## config.mk

```make
export PLATFORM = sky130hd
export DESIGN_NAME = dac_feedback_pi
export DESIGN_NICKNAME = d
export VERILOG_FILES = /design/src/rtl/dac_feedback_pi.sv
export SDC_FILE = /design/constraint.sdc
export NUM_CORES = 2
export LEC_CHECK = 0
export CAP_MARGIN = 20
export CORE_MARGIN = 8
export CORE_UTILIZATION = 40
export DETAILED_ROUTE_END_ITERATION = 8
export PLACE_DENSITY_LB_ADDON = 0.08
export SYNTH_ARGS = -nofsm -noshare
export SYNTH_HDL_FRONTEND = slang
export SYNTH_SLANG_ARGS = --single-unit
```

## constraint.sdc

```tcl
create_clock -name clk -period 13.6 [get_ports clk]
set_input_delay 2.04 -clock clk [delete_from_list [all_inputs] [get_ports clk]]
set_output_delay 2.04 -clock clk [all_outputs]
set_load 0.02 [all_outputs]
```

## src/rtl/dac_feedback_pi.sv

```systemverilog
// dac_feedback_pi: PI loop filter turning signed phase-error samples into the
// offset-binary feedback word for the DAC output register stage.
// One update per accepted sample, five-state pipeline FSM, clamped integrator,
// saturated and held output.
// Optional feature: define SLEW_LIMIT_EN to limit the per-update output step to
// SLEW_MAX codes.
module dac_feedback_pi #(
  parameter int unsigned    DW       = 16,
  parameter int unsigned    SHIFT    = 12,
  parameter int unsigned    IW       = 40,
  parameter logic [DW-1:0]  OUT_INIT = 16'h8000,
  parameter int unsigned    SLEW_MAX = 256
) (
  input  logic                 clk,
  input  logic                 rst_n,
  input  logic                 enable,
  input  logic signed [15:0]   kp,
  input  logic signed [15:0]   ki,
  input  logic signed [DW-1:0] err_in,
  input  logic                 err_valid,
  output logic                 err_ready,
  output logic [DW-1:0]        feedback_data,
  output logic                 fb_valid,
  output logic                 sat_flag
);

  // Product width (16-bit gain x DW-bit error) and widened adder width.
  localparam int unsigned PW = 16 + DW;
  localparam int unsigned AW = IW + 1;

  // Integrator limit is the largest positive output scaled by the gain fraction.
  localparam logic signed [AW-1:0] IntegMax =
      AW'(((64'sd1 <<< (DW - 1)) - 64'sd1) <<< SHIFT);
  localparam logic signed [AW-1:0] IntegMin = -IntegMax;
  localparam logic signed [AW-1:0] OutMax   = AW'((64'sd1 <<< (DW - 1)) - 64'sd1);
  localparam logic signed [AW-1:0] OutMin   = -OutMax - AW'(1);
  localparam logic signed [DW-1:0] UMax     = {1'b0, {(DW - 1){1'b1}}};
  localparam logic signed [DW-1:0] UMin     = {1'b1, {(DW - 1){1'b0}}};

  typedef enum logic [2:0] {StIdle, StMul, StAcc, StSum, StOut} state_e;

  state_e state_q, state_d;

  logic signed [DW-1:0] err_q, err_d;
  logic signed [15:0]   kp_q, kp_d;
  logic signed [15:0]   ki_q, ki_d;
  logic signed [PW-1:0] p_q, p_d;
  logic signed [PW-1:0] ii_q, ii_d;
  logic signed [IW-1:0] integ_q, integ_d;
  logic signed [DW-1:0] u_q, u_d;
  logic                 u_sat_q, u_sat_d;
  logic [DW-1:0]        fb_data_q, fb_data_d;
  logic                 fb_valid_q, fb_valid_d;
  logic                 sat_q, sat_d;

  logic                 accept;
  logic signed [AW-1:0] acc_sum;
  logic signed [AW-1:0] pi_sum;
  logic signed [AW-1:0] pi_shift;
  logic [DW-1:0]        target;

`ifdef SLEW_LIMIT_EN
  localparam logic signed [DW+1:0] SlewLim  = (DW + 2)'(SLEW_MAX);
  localparam logic [DW-1:0]        SlewStep = DW'(SLEW_MAX);
  logic signed [DW+1:0] slew_diff;
`else
  logic unused_slew;
  assign unused_slew = ^SLEW_MAX;
`endif

  // State register.
  always_ff @(posedge clk or negedge rst_n) begin
    if (!rst_n) begin
      state_q <= StIdle;
    end else begin
      state_q <= state_d;
    end
  end

  // Next-state logic: fixed walk through the pipeline, enable low aborts.
  always_comb begin
    state_d = state_q;
    if (!enable) begin
      state_d = StIdle;
    end else begin
      unique case (state_q)
        StIdle:  if (accept) state_d = StMul;
        StMul:   state_d = StAcc;
        StAcc:   state_d = StSum;
        StSum:   state_d = StOut;
        StOut:   state_d = StIdle;
        default: state_d = StIdle;
      endcase
    end
  end

  // FSM outputs: ready only in idle; acceptance needs the loop enabled.
  always_comb begin
    err_ready = (state_q == StIdle);
    accept    = err_ready & err_valid & enable;
  end

  // Datapath arithmetic shared by the ACC and SUM stages.
  always_comb begin
    acc_sum  = $signed({{(AW - IW){integ_q[IW-1]}}, integ_q})
             + $signed({{(AW - PW){ii_q[PW-1]}}, ii_q});
    pi_sum   = $signed({{(AW - PW){p_q[PW-1]}}, p_q})
             + $signed({{(AW - IW){integ_q[IW-1]}}, integ_q});
    pi_shift = pi_sum >>> SHIFT;
    // Two's complement to offset binary is a flip of the sign bit.
    target   = {~u_q[DW-1], u_q[DW-2:0]};
  end

  // Datapath next-state: one pipeline step per FSM state.
  always_comb begin
    err_d      = err_q;
    kp_d       = kp_q;
    ki_d       = ki_q;
    p_d        = p_q;
    ii_d       = ii_q;
    integ_d    = integ_q;
    u_d        = u_q;
    u_sat_d    = u_sat_q;
    fb_data_d  = fb_data_q;
    sat_d      = sat_q;
    fb_valid_d = 1'b0;
`ifdef SLEW_LIMIT_EN
    slew_diff  = $signed({2'b00, target}) - $signed({2'b00, fb_data_q});
`endif
    if (!enable) begin
      integ_d   = '0;
      fb_data_d = OUT_INIT;
      sat_d     = 1'b0;
    end else begin
      unique case (state_q)
        StIdle: begin
          if (accept) begin
            err_d = err_in;
            kp_d  = kp;
            ki_d  = ki;
          end
        end
        StMul: begin
          p_d  = $signed({{DW{kp_q[15]}}, kp_q}) * $signed({{16{err_q[DW-1]}}, err_q});
          ii_d = $signed({{DW{ki_q[15]}}, ki_q}) * $signed({{16{err_q[DW-1]}}, err_q});
        end
        StAcc: begin
          if (acc_sum > IntegMax) begin
            integ_d = IntegMax[IW-1:0];
          end else if (acc_sum < IntegMin) begin
            integ_d = IntegMin[IW-1:0];
          end else begin
            integ_d = acc_sum[IW-1:0];
          end
        end
        StSum: begin
          if (pi_shift > OutMax) begin
            u_d     = UMax;
            u_sat_d = 1'b1;
          end else if (pi_shift < OutMin) begin
            u_d     = UMin;
            u_sat_d = 1'b1;
          end else begin
            u_d     = pi_shift[DW-1:0];
            u_sat_d = 1'b0;
          end
        end
        StOut: begin
          fb_valid_d = 1'b1;
`ifdef SLEW_LIMIT_EN
          if (slew_diff > SlewLim) begin
            fb_data_d = fb_data_q + SlewStep;
            sat_d     = 1'b1;
          end else if (slew_diff < -SlewLim) begin
            fb_data_d = fb_data_q - SlewStep;
            sat_d     = 1'b1;
          end else begin
            fb_data_d = target;
            sat_d     = u_sat_q;
          end
`else
          fb_data_d = target;
          sat_d     = u_sat_q;
`endif
        end
        default: ;
      endcase
    end
  end

  // Datapath registers.
  always_ff @(posedge clk or negedge rst_n) begin
    if (!rst_n) begin
      err_q      <= '0;
      kp_q       <= '0;
      ki_q       <= '0;
      p_q        <= '0;
      ii_q       <= '0;
      integ_q    <= '0;
      u_q        <= '0;
      u_sat_q    <= 1'b0;
      fb_data_q  <= OUT_INIT;
      fb_valid_q <= 1'b0;
      sat_q      <= 1'b0;
    end else begin
      err_q      <= err_d;
      kp_q       <= kp_d;
      ki_q       <= ki_d;
      p_q        <= p_d;
      ii_q       <= ii_d;
      integ_q    <= integ_d;
      u_q        <= u_d;
      u_sat_q    <= u_sat_d;
      fb_data_q  <= fb_data_d;
      fb_valid_q <= fb_valid_d;
      sat_q      <= sat_d;
    end
  end

  assign feedback_data = fb_data_q;
  assign fb_valid      = fb_valid_q;
  assign sat_flag      = sat_q;

endmodule

```

=== Yosys cells after proc, flatten, opt, wreduce, memory -nomap -nowiden ===
Cells that the tools add are included.

* $mul: 2
* Add/sub/neg operators: 2
* Magnitude comparators: 4
* Eq/ne operators: 7
* Muxes and demuxes: 17
* Bitwise logic cells: 3
* Reductions and logical operators: 4

{| class="wikitable"
|+ Operators by type and width
! kind !! count
|-
| $mux 40 || 4
|-
| $mul 16x16->32 || 2
|-
| $mux 16 || 4
|-
| $add 32x40->41 || 1
|-
| $add 40x32->41 || 1
|-
| $gt 41x28->1 const B || 1
|-
| $lt 41x28->1 const B || 1
|-
| $gt 29x16->1 const B || 1
|-
| $lt 29x16->1 const B || 1
|-
| $pmux 3 s4 || 1
|-
| $eq 3x2->1 const B || 2
|-
| $mux 1 || 6
|-
| $mux 3 || 2
|-
| $ne 2x1->1 const B || 2
|-
| $reduce_and 2->1 || 2
|-
| $eq 3x1->1 const B || 1
|-
| $eq 3x3->1 const B || 1
|-
| $logic_not 3->1 || 1
|-
| $ne 3x2->1 const B || 1
|-
| $reduce_and 3->1 || 1
|-
| $and 1x1->1 || 2
|-
| $not 1->1 || 1
|}

* Word-level logic and storage cells: 51
* Bits in registers: 190
* Input port bits: 52
* Output and inout port bits: 19

=== Logic depth before layout (Yosys ltp) ===
* Word-level depth: 6
* Gate-level depth with buffers: 27
* Gate-level depth less buffers: 26

=== Worst setup path before layout ===
Ideal clock, no wire load.

* Path kind: register to register
* From: register ki_q[15]
* To: register ii_q[30]
* Buffers on the path: 1
* Data arrival time: 6.251 ns
* Setup time: 0.133 ns
* Stages on the path, launching flop included: 26
* Slack: 7.216 ns
* Required time: 13.467 ns
* Clock period less this slack: 6.384 ns
* Cells stage by stage: dfrtp_1 -> clkbuf_1 -> nand2_1 -> inv_1 -> fa_1 -> fa_1 -> fa_1 -> fa_1 -> fa_1 -> inv_1 -> fa_1 -> inv_1 -> ha_1 -> a21o_1 -> a21o_1 -> a21o_1 -> a21o_1 -> a21o_1 -> a21o_1 -> a21oi_1 -> o21ai_0 -> a211oi_1 -> o21bai_1 -> a21oi_1 -> xor2_1 -> o21ai_0

* Longest elaborated chain between the ends: 1

{| class="wikitable"
|+ RTL lines
! element !! RTL line !! RTL
|-
| start, declared || 46 || <nowiki>logic signed [15:0] ki_q, ki_d;</nowiki>
|-
| start signal, assigned || 208 || <nowiki>ki_q <= ki_d;</nowiki>
|-
| $mul 16x16->32 || 145 || <nowiki>ii_d = $signed({{DW{ki_q[15]}}, ki_q}) * $signed({{16{err_q[DW-1]}}, err_q});</nowiki>
|-
| end signal, assigned || 210 || <nowiki>ii_q <= ii_d;</nowiki>
|-
| end, declared || 48 || <nowiki>logic signed [PW-1:0] ii_q, ii_d;</nowiki>
|}

Every way passes these cells.
A chain may end at the register's enable or synchronous reset.

=== Final worst setup path ===
* From: register err_q[1]
* To: register ii_q[31]

* Longest elaborated chain between the ends: 1

{| class="wikitable"
|+ RTL lines
! element !! RTL line !! RTL
|-
| start, declared || 44 || <nowiki>logic signed [DW-1:0] err_q, err_d;</nowiki>
|-
| start signal, assigned || 206 || <nowiki>err_q <= err_d;</nowiki>
|-
| $mul 16x16->32 || 145 ||
|}

Every way passes these cells.

==> metrics.txt <==
top-area cell type share of the netlist area 34.2%; Die Ht 293 um; total routed wirelength 82900 um; hpwl dp between 60000 and 70000 um; capture point of the worst reg-to-reg path ii_q[31]; mean post-synth cell area slightly above 9 sq um; crit path DAT between 7 and 8 ns; Req. time, crit path 13.96 ns; final instance area about 0.033 sq mm; synth unique cells 74; status finished clean; relative slew slack approximately a third; die footprint 0.0859 sq mm; clk sink count 190; Cell Chain, Critical Path buf_4, nand2_1, fa_1, fa_1, fa_1, inv_1, fa_1, fa_1, inv_1, fa_1, inv_1, ha_1, nand3_1, or3_1, or4_1, nand4_1, a31oi_1, a211o_1, o2111ai_1, a21oi_1, xnor2_1, o21ai_0; first-pass GRT wire length 133000 um; Critical-path top delay cell dfrtp_1; DR vias ~22000; largest cells by area after synthesis fa_1 34%, dfrtp_1 15%, ha_1 9.9%; Crit path max-delay family adder cells; DRT iter0 DRCs 995; DR pass1 iterations 5; register area 0.00476 sq mm; fin crit share a little over half; Die Span X roughly 300 um; vias in the first global route 23700; critical path's largest stage delay 0.73 ns; syn nets 4127; grt total ovfl 0; synthesized area 0.0307 sq mm; Final nets 4103; Worst path depth 22; type of origin of the critical path flip-flop; CP Launch Point err_q[1]; critical path endpoint category flip-flop; Seq cells post-synth 190; DRC Markers 0; Num CTS Buffers 17; post-CTS setup buffer count 0; Core Region about 0.076 sq mm; HP Class reg -> reg; CTS tree done; Post-synth EDFFs 0; clock root buffer clkbuf_16; number of cells produced by synthesis between 3000 and 4000; slew at the pin with the worst max-slew slack 0.987 ns; unrepaired setup endpoints after global routing false; fraction of layout cells with a size suffix above 1 4.25%; async set-reset flop share out of synthesis 100%; via density per instance a little over 5; I/O pins 71; critical path peak fanout 17; PortBufs 70; reg2reg start err_q[1]; Clock transition at path regs 0.10 ns; Avg WL per Cell 19.2 um; CP Capture Point ii_q[31]; minimum clock period 7.29 ns; largest net degree at the start of global routing 82; clk_skew approximately 0.027 ns; Max Root-Sink Buffers 2; most used cell, CP fa_1; met2 usage 32.3%; Setup TNS 0 ns; flop2flop setup slack ~6.3 ns; final hold violations 0; worst path bufs/invs 4; PostCTS Resize Cnt 0; GRT busiest layer met2; r2r worst-path depth 22; FMAX 137 MHz; hold buffers post-CTS 0; area delta synth->final 7.52%; count of pins over their slew limit 0; WS Path Type reg -> reg; ANT cells 0; maxcap violations 0; Synth warnings 0; Std-Cell Rows 101; footprint of the multi-input gates 0.0232 sq mm; # setup viols final 0; sequential-to-total area share from yosys stat 15.5%; ys flop type dfrtp_1; GRT Total Usage 19.7%; Final Hold Slack 0.435 ns; Worst-Skew Late Latency 0.51 ns; GRT met3 Usage under 10%; GPL Wtd Cong 0.875; fillers 7477; Detail Route Antenna Nets 0; initial antenna violation count 0; most common cell after layout, fill and taps aside inv_1; area leader, netlist fa_1; placed cell area 0.0324 sq mm; initial core utilization 40.5%; most frequent cells in the layout 604 x inv_1, 525 x fa_1, 396 x nand2_1; met1 GRT Util between 20% and 30%; maximum level of the CTS H-tree 4
[state kept, by name, summed over array words and instances, names as in the netlist]
signal / flops
u_q: 16
feedback_data: 16
sat_flag: 1
kp_q: 16
fb_valid: 1
state_q: 3
p_q: 32
ii_q: 32
integ_q: 40
u_sat_q: 1
ki_q: 16
err_q: 16
[layer usage]
layer | wire length [um] | vias to the layer above
met4 | 1910 | 0
met1 | 39300 | 11200
met3 | 2900 | 73
met5 | 0 | -
li1 | - | 10400
met2 | 38800 | 420
[cell families after synthesis]
| logic type | Yosys count | synth area share (%) |
|---|---|---|
| simple gates | 894 | 14.2 |
| fa+ha+maj | 768 | 44.1 |
| buf+inv | 744 | 9.15 |
| compound gates | 507 | 10.7 |
| flops | 190 | 15.5 |
| xor+xnor | 133 | 3.79 |
| mux | 71 | 2.57 |
[Yosys cell counts, types with 6 or more instances]
| library cell | n |
|---|---|
| inv_1 | 604 |
| fa_1 | 525 |
| nand2_1 | 396 |
| and2_1 | 254 |
| ha_1 | 243 |
| dfrtp_1 | 189 |
| clkbuf_1 | 133 |
| a21oi_1 | 129 |
| o21ai_0 | 120 |
| nor2_1 | 97 |
| xnor2_1 | 88 |
| a21o_1 | 72 |
| mux2_2 | 62 |
| xor2_1 | 45 |
| a22o_1 | 28 |
| nand3_1 | 25 |
| o21bai_1 | 24 |
| nand4_1 | 23 |
| nand2b_1 | 22 |
| o22ai_1 | 17 |
| a31oi_1 | 16 |
| a221o_1 | 15 |
| nor3_1 | 15 |
| nor2b_1 | 12 |
| and3_1 | 11 |
| o21a_1 | 10 |
| o31ai_1 | 10 |
| mux2i_1 | 9 |
| a211oi_1 | 7 |
| o211ai_1 | 7 |
| nor4b_1 | 6 |
[stage by stage]
stage / utilization, % / setup WS, ns / instances
floorplan: - / 7.22 / 3307
global placement: 42.6 / 6.34 / 4293
detailed placement: 42.7 / 6.27 / 4294
CTS: 43.5 / 6.26 / 4326
global route: 43.5 / 5.90 / 4326
finish: 43.5 / 6.31 / 4326
[cell type report]
cell class | count | area share [%]
clock buffer | 17 | 1.29
inverter | 605 | 6.88
timing repair buffer | 96 | 2.72
clock inverter | 15 | 0.648
multi-input combinational | 2373 | 70.2
tap | 1030 | 3.90
sequential | 190 | 14.4
[how the worst min path moves through the flow]
stage,from,end,slack (ns),cells after the start
global placement,u_q[15],feedback_data[15],0.42,1
detailed placement,u_q[15],feedback_data[15],0.43,1
CTS,u_q[15],feedback_data[15],0.44,1
finish,u_q[15],feedback_data[15],0.44,1
global route,u_q[15],feedback_data[15],0.48,1
floorplan,u_q[15],feedback_data[15],0.41,1
Power is not shown: default switching activity piles up to over one toggle a cycle in this logic, so the estimate is an artifact.
